**src/rtl/press_event_decoder.sv**
```systemverilog
`default_nettype none
// ============================================================================
// Module   : press_event_decoder
// Purpose  : Classifies a debounced switch level into short, long and
//            double-click pulses and keeps a wrapping event count.
// Revision : 1.0 - initial release
// ============================================================================
module press_event_decoder #(
  parameter int LONG_LIMIT    = 12500000,
  parameter int DCLICK_WINDOW = 6250000,
  parameter int TIMER_W       = 24,
  parameter int COUNT_W       = 8
) (
  input  logic               i_Clk,
  input  logic               i_Rst,
  input  logic               i_switch,
  output logic               o_short,
  output logic               o_long,
  output logic               o_double,
  output logic               o_held,
  output logic [COUNT_W-1:0] o_count
);

  localparam logic [TIMER_W-1:0] c_LONG_LAST   = TIMER_W'(LONG_LIMIT - 1);
  localparam logic [TIMER_W-1:0] c_DCLICK_LAST = TIMER_W'(DCLICK_WINDOW - 1);
  localparam logic [TIMER_W-1:0] c_TIMER_ONE   = TIMER_W'(1);

  typedef enum logic [2:0] {
    S_IDLE      = 3'd0,
    S_PRESS1    = 3'd1,
    S_WAIT2     = 3'd2,
    S_PRESS2    = 3'd3,
    S_LONG_HELD = 3'd4
  } state_t;

  state_t               r_state;
  logic [TIMER_W-1:0]   r_timer;
  logic                 r_prev;
  logic                 r_short;
  logic                 r_long;
  logic                 r_double;
  logic                 r_held;
  logic [COUNT_W-1:0]   r_count;
  logic                 w_rise;

  assign w_rise = i_switch & ~r_prev;

  always_ff @(posedge i_Clk or posedge i_Rst) begin
    if (i_Rst) begin
      r_state  <= S_IDLE;
      r_timer  <= '0;
      r_prev   <= 1'b0;
      r_short  <= 1'b0;
      r_long   <= 1'b0;
      r_double <= 1'b0;
      r_held   <= 1'b0;
      r_count  <= '0;
    end else begin
      r_prev   <= i_switch;
      r_short  <= 1'b0;
      r_long   <= 1'b0;
      r_double <= 1'b0;
      r_held   <= 1'b0;
      case (r_state)
        S_IDLE: begin
          if (w_rise) begin
            r_state <= S_PRESS1;
            r_timer <= c_TIMER_ONE;
          end
        end
        S_PRESS1: begin
          if (!i_switch) begin
            r_state <= S_WAIT2;
            r_timer <= c_TIMER_ONE;
          end else if (r_timer == c_LONG_LAST) begin
            r_state <= S_LONG_HELD;
            r_long  <= 1'b1;
            r_held  <= 1'b1;
            r_count <= r_count + 1'b1;
          end else begin
            r_timer <= r_timer + 1'b1;
          end
        end
        S_WAIT2: begin
          if (i_switch) begin
            r_state <= S_PRESS2;
            r_timer <= c_TIMER_ONE;
          end else if (r_timer == c_DCLICK_LAST) begin
            r_state <= S_IDLE;
            r_short <= 1'b1;
            r_count <= r_count + 1'b1;
          end else begin
            r_timer <= r_timer + 1'b1;
          end
        end
        S_PRESS2: begin
          if (!i_switch) begin
            r_state  <= S_IDLE;
            r_double <= 1'b1;
            r_count  <= r_count + 1'b1;
          end else if (r_timer == c_LONG_LAST) begin
            // First press resolves as short; the held second press is long.
            r_state <= S_LONG_HELD;
            r_short <= 1'b1;
            r_long  <= 1'b1;
            r_held  <= 1'b1;
            r_count <= r_count + 1'b1;
          end else begin
            r_timer <= r_timer + 1'b1;
          end
        end
        S_LONG_HELD: begin
          if (!i_switch) begin
            r_state <= S_IDLE;
          end else begin
            r_held <= 1'b1;
          end
        end
        default: begin
          r_state <= S_IDLE;
          r_timer <= '0;
        end
      endcase
    end
  end

  assign o_short  = r_short;
  assign o_long   = r_long;
  assign o_double = r_double;
  assign o_held   = r_held;
  assign o_count  = r_count;

endmodule
`default_nettype wire

```
**config.mk**
```make
export PLATFORM = sky130hd
export DESIGN_NAME = press_event_decoder
export DESIGN_NICKNAME = d
export VERILOG_FILES = /design/src/rtl/press_event_decoder.sv
export SDC_FILE = /design/constraint.sdc
export NUM_CORES = 1
export LEC_CHECK = 0
export CORE_ASPECT_RATIO = 0.75
export CORE_UTILIZATION = 55
export DETAILED_ROUTE_END_ITERATION = 8
export DONT_BUFFER_PORTS = 1
export GPL_TIMING_DRIVEN = 1
export PLACE_DENSITY = 0.8
export SYNTH_ARGS = -nofsm -noshare
export SYNTH_HDL_FRONTEND = slang
export SYNTH_SLANG_ARGS = --single-unit
export TNS_END_PERCENT = 20
```
**constraint.sdc**
```tcl
create_clock -name i_Clk -period 2.7 [get_ports i_Clk]
set_input_delay 0.27 -clock i_Clk [delete_from_list [all_inputs] [get_ports i_Clk]]
set_output_delay 0.27 -clock i_Clk [all_outputs]
set_load 0.02 [all_outputs]
```
==> metrics.yaml, run 1 <==
status:
  outcome: "finished clean"
placed_design:
  io_buffers: 0
  dp.cells: 311
  hpwlAfterDp_um: 4490
  place_ws_ps: 257
  gp_congestion: 0.990
  place_area_mm2: 0.00246
yosys:
  seq_area_frac_synth: 0.421
  synth_top_cell_area_share: 0.421
  ys_warn_count: 0
  syn_area_mm2: 0.00238
  syn-num-nets: 263
  synth.distinct_cells: 65
  synth-edff-count: 0
  synth.avg_cell_area_um2: 9.22
  async_flop_share: 1.00
  synth_area_leaders: "dfrtp_1 42%, o21ai_0 4.6%, nor2_1 3.2%, nand2_1 2.8%, o31ai_1 2.8%"
  yosysTopAreaCell: "dfrtp_1"
  ys.flop_type: "dfrtp_1"
  syn_inst: 258
  synth-seq-cells: 40
setup_path:
  r2r_end: "r_timer[17]$_DFFE_PP0P_"
  crit_path_start_kind: "flop"
  ff2ff_path_depth: 6
  arrival_ps: 2630
  worst-path-buf-inv: 0
  r2r_start: "r_timer[5]$_DFFE_PP0P_"
  crit_path_end_kind: "flop"
  cp.required_ps: 2860
  critPathTopFamily: "simple AND/OR/NAND/NOR gates"
  cp_slowest_cell: "or4_4"
  path_cells: "or4_4, nor4_4, and3_2, nor2_1, nand2b_1, o311ai_1"
  critPathKind: "flop to flop"
  r2r_slack_ps: 230
  path_max_fanout: 9
  slowest_delay_ps: 580
power_and_ir_drop:
  finalPower_mw: 1.56
  p_comb_frac: 0.233
  p_clk_frac: 0.243
  p_int_mw: 0.985
  p_leak_nw: 1.05
  sw_frac_of_total: 0.370
  power.share.sequential: 0.524
  vdd_drop_max_v: 0.000451
  p_sw_mw: 0.578
  powerDensity_mw_per_mm2: 611
worst_hold_path:
  min-delay-start: "i_switch"
  hold_class: "input pin to flop"
  hold-path-cell-count: 2
  min_to: "r_state[1]$_DFFE_PP0P_"
clock_tree:
  cts_buffers: 5
  cts_max_level: 2
  post_cts_buffers: 0
  tritoncts: "done"
  insertion_delay_ps: 300
  clock_sinks: 40
  post_cts_resized: 0
  clk_pin_slew_ps: 80
  cts_root_buf: "clkbuf_8"
  cts_hold_buf: 2
  clk_path_buf_depth: 2
die:
  die_y_um: 59.0
  row_count: 20
  start_util: 0.580
  fp.dieW_um: 78.0
  ios: 15
  core-area_mm2: 0.00410
  dieArea_mm2: 0.00460
sta:
  setup_viol_count_final: 0
  rsz0062_at_grt: "false"
  setup_ws_ps: 232
  min_period_over_period: 0.914
  tns_ps: 0
  max_freq_mhz: 405
  fin_skew_ps: 10.4
  slew_viol_final: 0
  slew_headroom: 0.572
  hold_ws_ps: 140
  final-hold-violation-count: 0
  finalCriticalPeriod_ps: 2470
  worst_slew_pin_slew_ps: 641
job:
  drv_cap: 0
finish:
  drive_gt1_frac: 0.125
  utilization: 0.624
  final_cells: 320
  num_antenna_cells: 0
  syn_to_final_growth_pct: 7.57
  final_nets: 270
  mostFrequentLayoutCells: "40 x dfrtp_1, 22 x o21ai_0, 20 x nor2_1"
  final_area_mm2: 0.00256
  final_common_cell: "dfrtp_1"
detailed_routing:
  drt-total-wl_um: 5940
  drt_pass1_iterations: 5
  drtIter0Drc: 172
  drc: 0
  via_per_inst: 6.68
  dr_total_vias: 2139
  antenna_left: 0
  wl_per_cell_um: 18.6
global_route:
  grt_pass1_wl_um: 9920
  overflow: 0
  grt_max_degree: 25
  antenna_found_initial: 0
  grt_pass1_vias: 1950
  track_usage: 0.286
==> cells in the mapped netlist (3+ instances only) <==
cell / instances
dfrtp_1: 40
o21ai_0: 22
nor2_1: 20
nand2_1: 18
nand3_1: 13
a21oi_1: 12
nor3_1: 11
o31ai_1: 9
xor2_1: 7
inv_1: 6
nand2b_1: 6
nand4_1: 6
and3_1: 5
clkbuf_1: 5
and4_1: 4
nor3_2: 4
a41oi_1: 3
buf_2: 3
buf_4: 3
nor4_1: 3
o311ai_1: 3
o41ai_1: 3
==> power by group through the flow <==
stage	registers [mW]	logic, mW	clock network (mW)
after detailed placement	0.828	0.357	0
after global routing	0.830	0.401	0.408
after global placement	0.824	0.348	0
after CTS	0.816	0.360	0.386
after floorplan	0.784	0.286	0
final	0.820	0.364	0.379
==> area by class of cell <==
| class | count | area (µm²) |
|---|---|---|
| Multi-Input combinational cell | 199 | 1290 |
| Tap cell | 55 | 68.8 |
| Clock inverter | 1 | 5.00 |
| Sequential cell | 40 | 1000 |
| Timing Repair Buffer | 12 | 95.1 |
| Fill cell | 366 | 1540 |
| Clock buffer | 6 | 72.6 |
| Inverter | 7 | 26.3 |
==> logic make-up after synthesis <==
| group | count (synthesis) | synth area share |
|---|---|---|
| flops | 40 | 0.421 |
| compound gates | 75 | 0.213 |
| xor+xnor | 7 | 0.0258 |
| mux | 1 | 0.00473 |
| buf+inv | 19 | 0.0368 |
| simple gates | 114 | 0.288 |
| fa+ha+maj | 2 | 0.0105 |
==> how the worst max path moves through the flow <==
stage          slack, ps                       to                    from  cells past startpoint
2_1_floorplan        520   o_count[1]$_DFFE_PP0P_  r_timer[5]$_DFFE_PP0P_                      6
3_3_place_gp         310  r_timer[14]$_DFFE_PP0P_  r_timer[5]$_DFFE_PP0P_                      7
3_5_place_dp         260  r_timer[17]$_DFFE_PP0P_  r_timer[5]$_DFFE_PP0P_                      6
4_1_cts              260  r_timer[17]$_DFFE_PP0P_  r_timer[5]$_DFFE_PP0P_                      6
5_1_grt               70  r_timer[16]$_DFFE_PP0P_  r_timer[5]$_DFFE_PP0P_                      6
6_report             230  r_timer[17]$_DFFE_PP0P_  r_timer[5]$_DFFE_PP0P_                      6
==> flip-flops by register name (all words and copies together), names as in the netlist <==
register,count
r_state,3
o_long,1
o_held,1
r_timer,24
o_count,8
r_prev,1
o_short,1
o_double,1
==> metal layers <==
layer | vias to the layer above | part of all wire | track usage
li1 | 1000 | - | -
met3 | 8 | 0.088 | 0.0589
met4 | 0 | 0.012 | 0.0926
met2 | 97 | 0.41 | 0.407
met1 | 1034 | 0.49 | 0.434
met5 | - | 0 | 0
Note: power is estimated with default switching activity, not from simulation.
==> run 2, diff against run 1 <==
==> constraint.sdc (replaced) <==
create_clock -name i_Clk -period 3.1 [get_ports i_Clk]
set_input_delay 0.31 -clock i_Clk [delete_from_list [all_inputs] [get_ports i_Clk]]
set_output_delay 0.31 -clock i_Clk [all_outputs]
set_load 0.02 [all_outputs]
==> metrics.yaml, run 2 (synthesized netlist as in run 1, its figures left out) <==
status:
  outcome: "finished clean"
finish:
  final_area_mm2: 0.00256  # about the same
  largest_register_ffs: 24  # unchanged
  final_cells: 315  # -1.6%
  final_nets: 264  # -2.2%
  largest_register: "r_timer"
  drive_gt1_frac: 0.119  # -0.00530
  mostFrequentLayoutCells: "40 x dfrtp_1, 22 x o21ai_0, 20 x nor2_1"
  final_common_cell: "dfrtp_1"
  num_antenna_cells: 0  # unchanged
  num-fill-cells: 335  # -8.5%
  syn_to_final_growth_pct: 7.52  # about the same
global_route:
  grt_pass1_wl_um: 9730  # -1.9%
  track_usage: 0.282  # -0.00377
  antenna_found_initial: 0  # unchanged
  overflow: 0  # unchanged
  grt_max_degree: 23  # -8.0%
  grt_pass1_vias: 1912  # -1.9%
power_and_ir_drop:
  powerDensity_mw_per_mm2: 583  # -4.5%
  p_leak_nw: 1.04  # -0.59%
  p_comb_frac: 0.215  # -0.018
  vdd_drop_max_v: 0.000389  # -14%
  finalPower_mw: 1.49  # -4.5%
  sw_frac_of_total: 0.340  # -0.0296
  power.share.sequential: 0.474  # -0.050
  p_int_mw: 0.985  # about the same
  p_clk_frac: 0.311  # +0.068
  p_sw_mw: 0.508  # -12%
clock_tree:
  clock_sinks: 40  # unchanged
  clk_pin_slew_ps: 80  # about the same
  tritoncts: "done"
  post_cts_resized: 0  # unchanged
  cts_hold_buf: 0  # -2
  cts_buffers: 5  # unchanged
  clk_path_buf_depth: 2  # unchanged
  cts_root_buf: "clkbuf_8"
  cts_max_level: 2  # unchanged
  insertion_delay_ps: 290  # about the same
  post_cts_buffers: 0  # unchanged
setup_path:
  cp.required_ps: 3250  # +390 ps
  path_cells: "or4_4, nor4_4, and3_2, nor2_1, nand2b_1, o311ai_1"
  crit_path_end_kind: "flop"
  path_max_fanout: 12  # +3
  arrival_ps: 2780  # +150 ps
  cp_slowest_cell: "or4_4"
  worst-path-buf-inv: 0  # unchanged
  critPathTopFamily: "simple AND/OR/NAND/NOR gates"
  crit_path_start_kind: "flop"
  critPathKind: "flop to flop"
  slowest_delay_ps: 590  # about the same
sta:
  final-hold-violation-count: 0  # unchanged
  slew_headroom: 0.465  # -0.107
  hold_ws_ps: 40.7  # -99.1 ps
  rsz0062_at_grt: "false"
  max_freq_mhz: 380  # -6.1%
  finalCriticalPeriod_ps: 2630  # +160 ps
  tns_ps: 0  # unchanged
  setup_viol_count_final: 0  # unchanged
  worst_slew_pin_slew_ps: 802  # +161 ps
  fin_skew_ps: 9.41  # -1.00 ps
  min_period_over_period: 0.848  # -0.0663
  slew_viol_final: 0  # unchanged
die:
  row_count: 20  # unchanged
  ios: 15  # unchanged
  dieArea_mm2: 0.00460  # unchanged
  die_y_um: 59.0  # unchanged
  core-area_mm2: 0.00410  # unchanged
  fp.dieW_um: 78.0  # unchanged
  start_util: 0.580  # unchanged
detailed_routing:
  dr_total_vias: 2155  # +0.75%
  drtIter0Drc: 334  # +94%
  drt-total-wl_um: 5930  # -0.20%
  wl_per_cell_um: 18.8  # +1.4%
  drt_pass1_iterations: 5  # unchanged
  drc: 0  # unchanged
  antenna_left: 0  # unchanged
  via_per_inst: 6.84  # +2.3%
placed_design:
  hpwlAfterDp_um: 4290  # -4.5%
  place_area_mm2: 0.00243  # -1.2%
  io_buffers: 0  # unchanged
  dp.cells: 307  # -1.3%
  gp_congestion: 0.976  # -1.4%
worst_hold_path:
  hold_class: "input pin to flop"
job:
  drv_cap: 0  # unchanged
-- run 2: cell count changes in the layout (fill, tap and decap cells not counted), sizes merged --
| cell | change |
|---|---|
| buf | -4 |
| bufinv | +1 |
| clkbuf | +1 |
| dlygate4sd3 | -2 |
| clkinv | -1 |
-- run 2: worst paths after layout --
path,to,depth (start not counted),slack [ps],start
worst min register to register,r_state[0]$_DFFE_PP0P_,1,470,r_prev$_DFF_PP0_
worst min-delay path,r_prev$_DFF_PP0_,0,40,i_switch
worst max-delay path,r_timer[17]$_DFFE_PP0P_,6,470,r_timer[5]$_DFFE_PP0P_
max in group asynchronous,r_timer[22]$_DFFE_PP0P_,2,2290,i_Rst
min in group asynchronous,o_count[6]$_DFFE_PP0P_,1,50,i_Rst
worst max register to register,r_timer[17]$_DFFE_PP0P_,6,470,r_timer[5]$_DFFE_PP0P_
-- run 2: power by group through the flow --
stage	Combinational [mW]	Clock (mW)	Sequential, mW
after global routing	0.353	0.490	0.718
after CTS	0.313	0.471	0.704
after floorplan	0.249	0	0.683
after global placement	0.303	0	0.713
final	0.321	0.465	0.708
after detailed placement	0.311	0	0.714
-- run 2: cell type report --
class,instances,area (µm²),area share
Multi-Input combinational cell,199,1290,0.505
Sequential cell,40,1000,0.391
Clock buffer,7,96.3,0.0377
Tap cell,55,68.8,0.0269
Timing Repair Buffer,6,45.0,0.0176
Clock inverter,1,30.0,0.0117
Inverter,7,26.3,0.0103
-- run 2: routing by layer --
| layer | up-vias | part of all wire | global-route usage |
|---|---|---|---|
| met5 | - | 0 | 0 |
| met4 | 0 | 0.020 | 0.0952 |
| met3 | 19 | 0.12 | 0.0853 |
| met2 | 140 | 0.41 | 0.394 |
| met1 | 1010 | 0.45 | 0.414 |
| li1 | 986 | - | - |
-- run 2: stage by stage --
| step | utilization | setup WS, ps |
|---|---|---|
| 6_report | 0.623 | 472 |
| 5_1_grt | 0.623 | 343 |
| 4_1_cts | 0.623 | 533 |
| 3_5_place_dp | 0.593 | 549 |
| 3_3_place_gp | 0.593 | 662 |
| 2_1_floorplan | - | 917 |
